File: src/rtl/shift_pipe_if.sv
// Operand-in / result-out handshake bundle for the pipelined barrel shifter.
// Master drives operands and result acceptance; slave is the shifter.
interface shift_pipe_if #(
    parameter int WIDTH = 32
);
    localparam int SW = $clog2(WIDTH);

    logic             in_valid;
    logic             in_ready;
    logic [1:0]       in_op;
    logic [SW-1:0]    in_shamt;
    logic [WIDTH-1:0] in_data;
    logic             out_valid;
    logic             out_ready;
    logic [WIDTH-1:0] out_data;

    modport master (
        output in_valid, in_op, in_shamt, in_data, out_ready,
        input  in_ready, out_valid, out_data
    );

    modport slave (
        input  in_valid, in_op, in_shamt, in_data, out_ready,
        output in_ready, out_valid, out_data
    );
endinterface

File: src/rtl/shift_pipe.sv
// Pipelined barrel shifter (LSL/LSR/ASR/ROR), one shamt bit resolved per stage.
// Latency: SW register stages; result valid after the (SW-1)th edge following accept.
// Backpressure: whole pipe freezes while the output is stalled; in_ready = !out_valid || out_ready.
module shift_pipe #(
    parameter int WIDTH = 32
) (
    input  logic          clk,
    input  logic          reset,
    shift_pipe_if.slave   bus
);
    localparam int SW = $clog2(WIDTH);

    localparam logic [1:0] OP_LSL = 2'b00;
    localparam logic [1:0] OP_LSR = 2'b01;
    localparam logic [1:0] OP_ASR = 2'b10;

    logic             v_q  [SW];
    logic [1:0]       op_q [SW];
    logic [SW-1:0]    sh_q [SW];
    logic [WIDTH-1:0] d_q  [SW];

    logic             v_n  [SW];
    logic [1:0]       op_n [SW];
    logic [SW-1:0]    sh_n [SW];
    logic [WIDTH-1:0] d_n  [SW];

    logic en;

    // ASR needs no separate sign register: the MSB of a partially shifted
    // operand still equals the original sign, so replicating it stays correct.
    function automatic logic [WIDTH-1:0] shift_by(
        input logic [1:0]       op,
        input logic [WIDTH-1:0] d,
        input int unsigned      amt
    );
        case (op)
            OP_LSL:  return d << amt;
            OP_LSR:  return d >> amt;
            OP_ASR:  return $signed(d) >>> amt;
            default: return (d >> amt) | (d << (WIDTH - amt));
        endcase
    endfunction

    assign en = !v_q[SW-1] || bus.out_ready;

    for (genvar k = 0; k < SW; k++) begin : g_stage
        logic             v_i;
        logic [1:0]       op_i;
        logic [SW-1:0]    sh_i;
        logic [WIDTH-1:0] d_i;

        if (k == 0) begin : g_head
            assign v_i  = bus.in_valid;
            assign op_i = bus.in_op;
            assign sh_i = bus.in_shamt;
            assign d_i  = bus.in_data;
        end else begin : g_body
            assign v_i  = v_q[k-1];
            assign op_i = op_q[k-1];
            assign sh_i = sh_q[k-1];
            assign d_i  = d_q[k-1];
        end

        // Each stage consumes bit 0 of the shamt it receives and forwards the rest.
        assign v_n[k]  = v_i;
        assign op_n[k] = op_i;
        assign sh_n[k] = sh_i >> 1;
        assign d_n[k]  = sh_i[0] ? shift_by(op_i, d_i, 1 << k) : d_i;
    end

    always_ff @(posedge clk) begin
        if (reset) begin
            for (int k = 0; k < SW; k++) begin
                v_q[k]  <= 1'b0;
                op_q[k] <= '0;
                sh_q[k] <= '0;
                d_q[k]  <= '0;
            end
        end else if (en) begin
            for (int k = 0; k < SW; k++) begin
                v_q[k]  <= v_n[k];
                op_q[k] <= op_n[k];
                sh_q[k] <= sh_n[k];
                d_q[k]  <= d_n[k];
            end
        end
    end

    assign bus.in_ready  = en;
    assign bus.out_valid = v_q[SW-1];
    assign bus.out_data  = d_q[SW-1];
endmodule

File: src/flat_wrapper.sv
// flat-port wrapper written by rule: the top's interface ports become plain ports
module shift_pipe_flat 
#(
    parameter int WIDTH = 32
)
  (clk, reset, bus_in_valid, bus_in_op, bus_in_shamt, bus_in_data, bus_out_ready, bus_in_ready, bus_out_valid, bus_out_data);
  shift_pipe_if #(.WIDTH(WIDTH)) bus_i ();
  input  logic clk;
  input  logic reset;
  input wire logic [$bits(bus_i.in_valid)-1:0] bus_in_valid;
  input wire logic [$bits(bus_i.in_op)-1:0] bus_in_op;
  input wire logic [$bits(bus_i.in_shamt)-1:0] bus_in_shamt;
  input wire logic [$bits(bus_i.in_data)-1:0] bus_in_data;
  input wire logic [$bits(bus_i.out_ready)-1:0] bus_out_ready;
  output wire logic [$bits(bus_i.in_ready)-1:0] bus_in_ready;
  output wire logic [$bits(bus_i.out_valid)-1:0] bus_out_valid;
  output wire logic [$bits(bus_i.out_data)-1:0] bus_out_data;
  assign bus_i.in_valid = bus_in_valid;
  assign bus_i.in_op = bus_in_op;
  assign bus_i.in_shamt = bus_in_shamt;
  assign bus_i.in_data = bus_in_data;
  assign bus_i.out_ready = bus_out_ready;
  assign bus_in_ready = bus_i.in_ready;
  assign bus_out_valid = bus_i.out_valid;
  assign bus_out_data = bus_i.out_data;
  shift_pipe #(.WIDTH(WIDTH)) u_core (.clk(clk), .reset(reset), .bus(bus_i));
endmodule
File: config.mk
export PLATFORM = sky130hd
export DESIGN_NAME = shift_pipe_flat
export DESIGN_NICKNAME = d
export VERILOG_FILES = /design/src/rtl/shift_pipe_if.sv /design/src/rtl/shift_pipe.sv /design/src/flat_wrapper.sv
export SDC_FILE = /design/constraint.sdc
export NUM_CORES = 1
export LEC_CHECK = 0
export CORE_ASPECT_RATIO = 1.4
export CORE_UTILIZATION = 35
export DETAILED_ROUTE_END_ITERATION = 6
export PLACE_DENSITY = 0.57
export SYNTH_ARGS = -nofsm -noshare
export SYNTH_HDL_FRONTEND = slang
export SYNTH_SLANG_ARGS = --single-unit
File: constraint.sdc
create_clock -name clk -period 3.45 [get_ports clk]
set_input_delay 0.69 -clock clk [delete_from_list [all_inputs] [get_ports clk]]
set_output_delay 0.69 -clock clk [all_outputs]
set_load 0.02 [all_outputs]
==> run_results.csv <==
group,metric,value,unit
yosys,syn_nets,989,
global_route,antenna_found_initial,0,
run,maxCapViolations,0,
clock_network,cts_buffers,17,
hold_path,hold_path_class,"flip-flop to flip-flop",
yosys,synthCells,946,
route,drc,0,
floorplan,coreArea,0.0276,sq mm
route,drt_wl_total,19400,um
yosys,synth_top_flop_cell,"edfxtp_1",
route,drtIter0Drc,371,
hold_path,holdPathStages,1,
setup_path,crit_fanout,4,
yosys,synth_cell_types,37,
global_route,first_global_vias,6173,
global_route,grt_pass1_wl,31500,um
yosys,synth_area_leaders,"edfxtp_1, a311oi_1, nand2_1, nor2_1, buf_4",
clock_network,cts_tree,"yes",
route,met2_length,10400,um
route,wl_met3,520,um
layout,synthToLayoutAreaGrowth,12.8,%
placement,gp_congestion,0.838,
yosys,synth_edf_count,183,
yosys,async_flop_share,0,
floorplan,die_area,0.0286,sq mm
route,wire_per_inst,14.6,um
setup_path,cp-start-kind,"input port",
yosys,yosysMostFrequentCell,"nand2_1",
setup_path,arrival,1910,ps
sta,relSlewSlack,0.282,
setup_path,critPathRequiredTime,2760,ps
clock_network,post_cts_buffers,0,
route,vias,6712,
clock_network,htree_levels,4,
global_route,grt_overflow,0,
yosys,ys_warn_count,0,
sta,fmax,385,MHz
setup_path,worstSetupPathType,"input port to output port",
sta,hold_violations,0,
placement,port_buffers,76,
clock_network,root_buffer,"clkbuf_16",
layout,ff_latch_area,0.00550,sq mm
clock_network,clk_latency,430,ps
yosys,ys_seq_area_frac,0.562,
placement,dpl.hpwl,13400,um
layout,nNetsFinal,988,
sta,tns,0,ps
route,wl_met1,7940,um
sta,period_needed,2600,ps
power_and_ir_drop,pwr_density_cell,461,mW/mm^2
global_route,grt_max_degree,105,
route,vias_per_cell,5.05,
route,highest_layer,"met4",
clock_network,ctsHoldBuffers,0,
floorplan,die_h,200,um
sta,slew_violations,0,
power_and_ir_drop,leakage,3.78,nW
clock_network,clk_pin_slew,60,ps
floorplan,start_util,0.355,
layout,instances_no_fill,1328,
yosys,syn_area,0.00978,sq mm
layout,antenna_cells,0,
sta,fin_crit_sh,0.752,
floorplan,num_rows,72,
hold_path,min_to,"u_core.sh_q[0][8]",
setup_path,rr_endpoint,"u_core.d_q[0][79]",
floorplan,ios,77,
global_route,grt_use_total,0.142,
layout,drive_above_1_share,0.0981,
outcome,status,"complete, no violations",
setup_path,r2r_setup_slack,1320,ps
layout,multiInputGateArea,0.00359,sq mm
sta,worst_pin_slew,1080,ps
yosys,syn_area_per_cell,10.3,sq um
setup_path,rr_startpoint,"u_core.op_q[0][2]",
sta,setup_viol,0,
setup_path,critPathCaptureType,"output port",
hold_path,min-delay-start,"u_core.sh_q[0][5]",
clock_network,cts_resized,0,
yosys,synth_area_leader_cell,"edfxtp_1",
floorplan,die_w,143,um
clock_network,clock-sinks,183,
sta,rsz0062_at_grt,"false",
setup_path,reg2regPathDepth,4,
layout,fillers,2766,
placement,dp.cells,1296,
clock_network,cts.path.max_buffers,2,
yosys,synth_top_area_share,0.562,
route,drtAntennaViolNets,0,
yosys,ys_ff_latch,183,
power_and_ir_drop,irDropWorstVdd,361,uV
sta,fin_worst_skew,11.7,ps
yosys,synth_common_cells,"nand2_1, edfxtp_1, nor2_1",
route,firstDrtPassIters,5,
## stage by stage
step | total power [mW] | hold slack, ps | worst slack [ps] | cell area [sq um] | utilization
2_1_floorplan | 3.13 | 497 | 755 | 9780 | -
3_3_place_gp | 3.29 | 502 | 848 | 10500 | 0.380
3_5_place_dp | 3.30 | 505 | 849 | 10500 | 0.380
4_1_cts | 5.13 | 522 | 849 | 11000 | 0.400
5_1_grt | 5.29 | 536 | 799 | 11000 | 0.400
6_report | 5.08 | 519 | 854 | 11000 | 0.400
## area by class of cell
cell class / count / area share
tap: 370 / 0.0420
sequential: 183 / 0.498
clock inverter: 13 / 0.0110
multi-input combinational: 649 / 0.326
clock buffer: 19 / 0.0393
timing repair buffer: 93 / 0.0835
inverter: 1 / 0.000340
## power breakdown
group / total [mW] / switching [mW] / internal, mW / leakage [nW]
registers: 2.71 / 0.118 / 2.60 / 2.18
logic: 0.531 / 0.310 / 0.221 / 1.34
clock network: 1.84 / 0.837 / 1.00 / 0.265
## worst max path at each step
stage,start,to,slack [ps],cells after the start
finish,bus_out_ready,bus_in_ready,850,3
detailed placement,bus_out_ready,bus_in_ready,850,3
global placement,bus_out_ready,bus_in_ready,850,3
floorplan,bus_out_ready,u_core.d_q[0][0],760,2
global route,bus_out_ready,bus_in_ready,800,3
CTS,bus_out_ready,bus_in_ready,850,3
## critical path, cell delays in order
cell and delay [ps]:
clkdlybuf4s50_1 440, nand2b_2 160, clkdlybuf4s50_1 610
## layout by cell type (no fill, tap or decap), types with 2 or more instances in the layout
cell type,n
a211oi_1,7
a211oi_2,10
a21oi_1,31
a22oi_1,2
a311oi_1,94
a311oi_2,16
a31oi_1,2
and2_1,36
buf_12,3
buf_4,14
clkbuf_1,2
clkbuf_16,17
clkdlybuf4s50_1,75
clkinv_1,2
clkinv_4,3
clkinvlp_4,2
edfxtp_1,183
inv_6,3
mux2_2,2
nand2_1,211
nand2_2,12
nand2b_1,15
nand3_1,17
nor2_1,146
nor2_4,2
nor2b_1,19
o21ai_0,13
or2_1,3
## flip-flops by register name, summed over array words and instances, names as in the netlist
register,cells
u_core.op_q,8
u_core.d_q,160
u_core.sh_q,10
u_core.v_q,5
## logic make-up (layout without fill, tap and decap cells)
kind of cell,count (synthesis),in the layout,share of synthesized area
AOI/OAI and AO/OA,177,177,0.154
xor gates and xnor gates,1,1,0.00166
buffers and inverters,114,126,0.0718
DFF,183,183,0.562
muxes,2,2,0.00230
and+or+nand+nor,469,469,0.208
## routing by layer
| layer | GRT usage | vias up |
|---|---|---|
| met5 | 0 | - |
| met3 | 0.0224 | 26 |
| met2 | 0.268 | 138 |
| met4 | 0.0646 | 0 |
| met1 | 0.156 | 3176 |
| li1 | - | 3372 |
(Power assumes the default switching activity.)
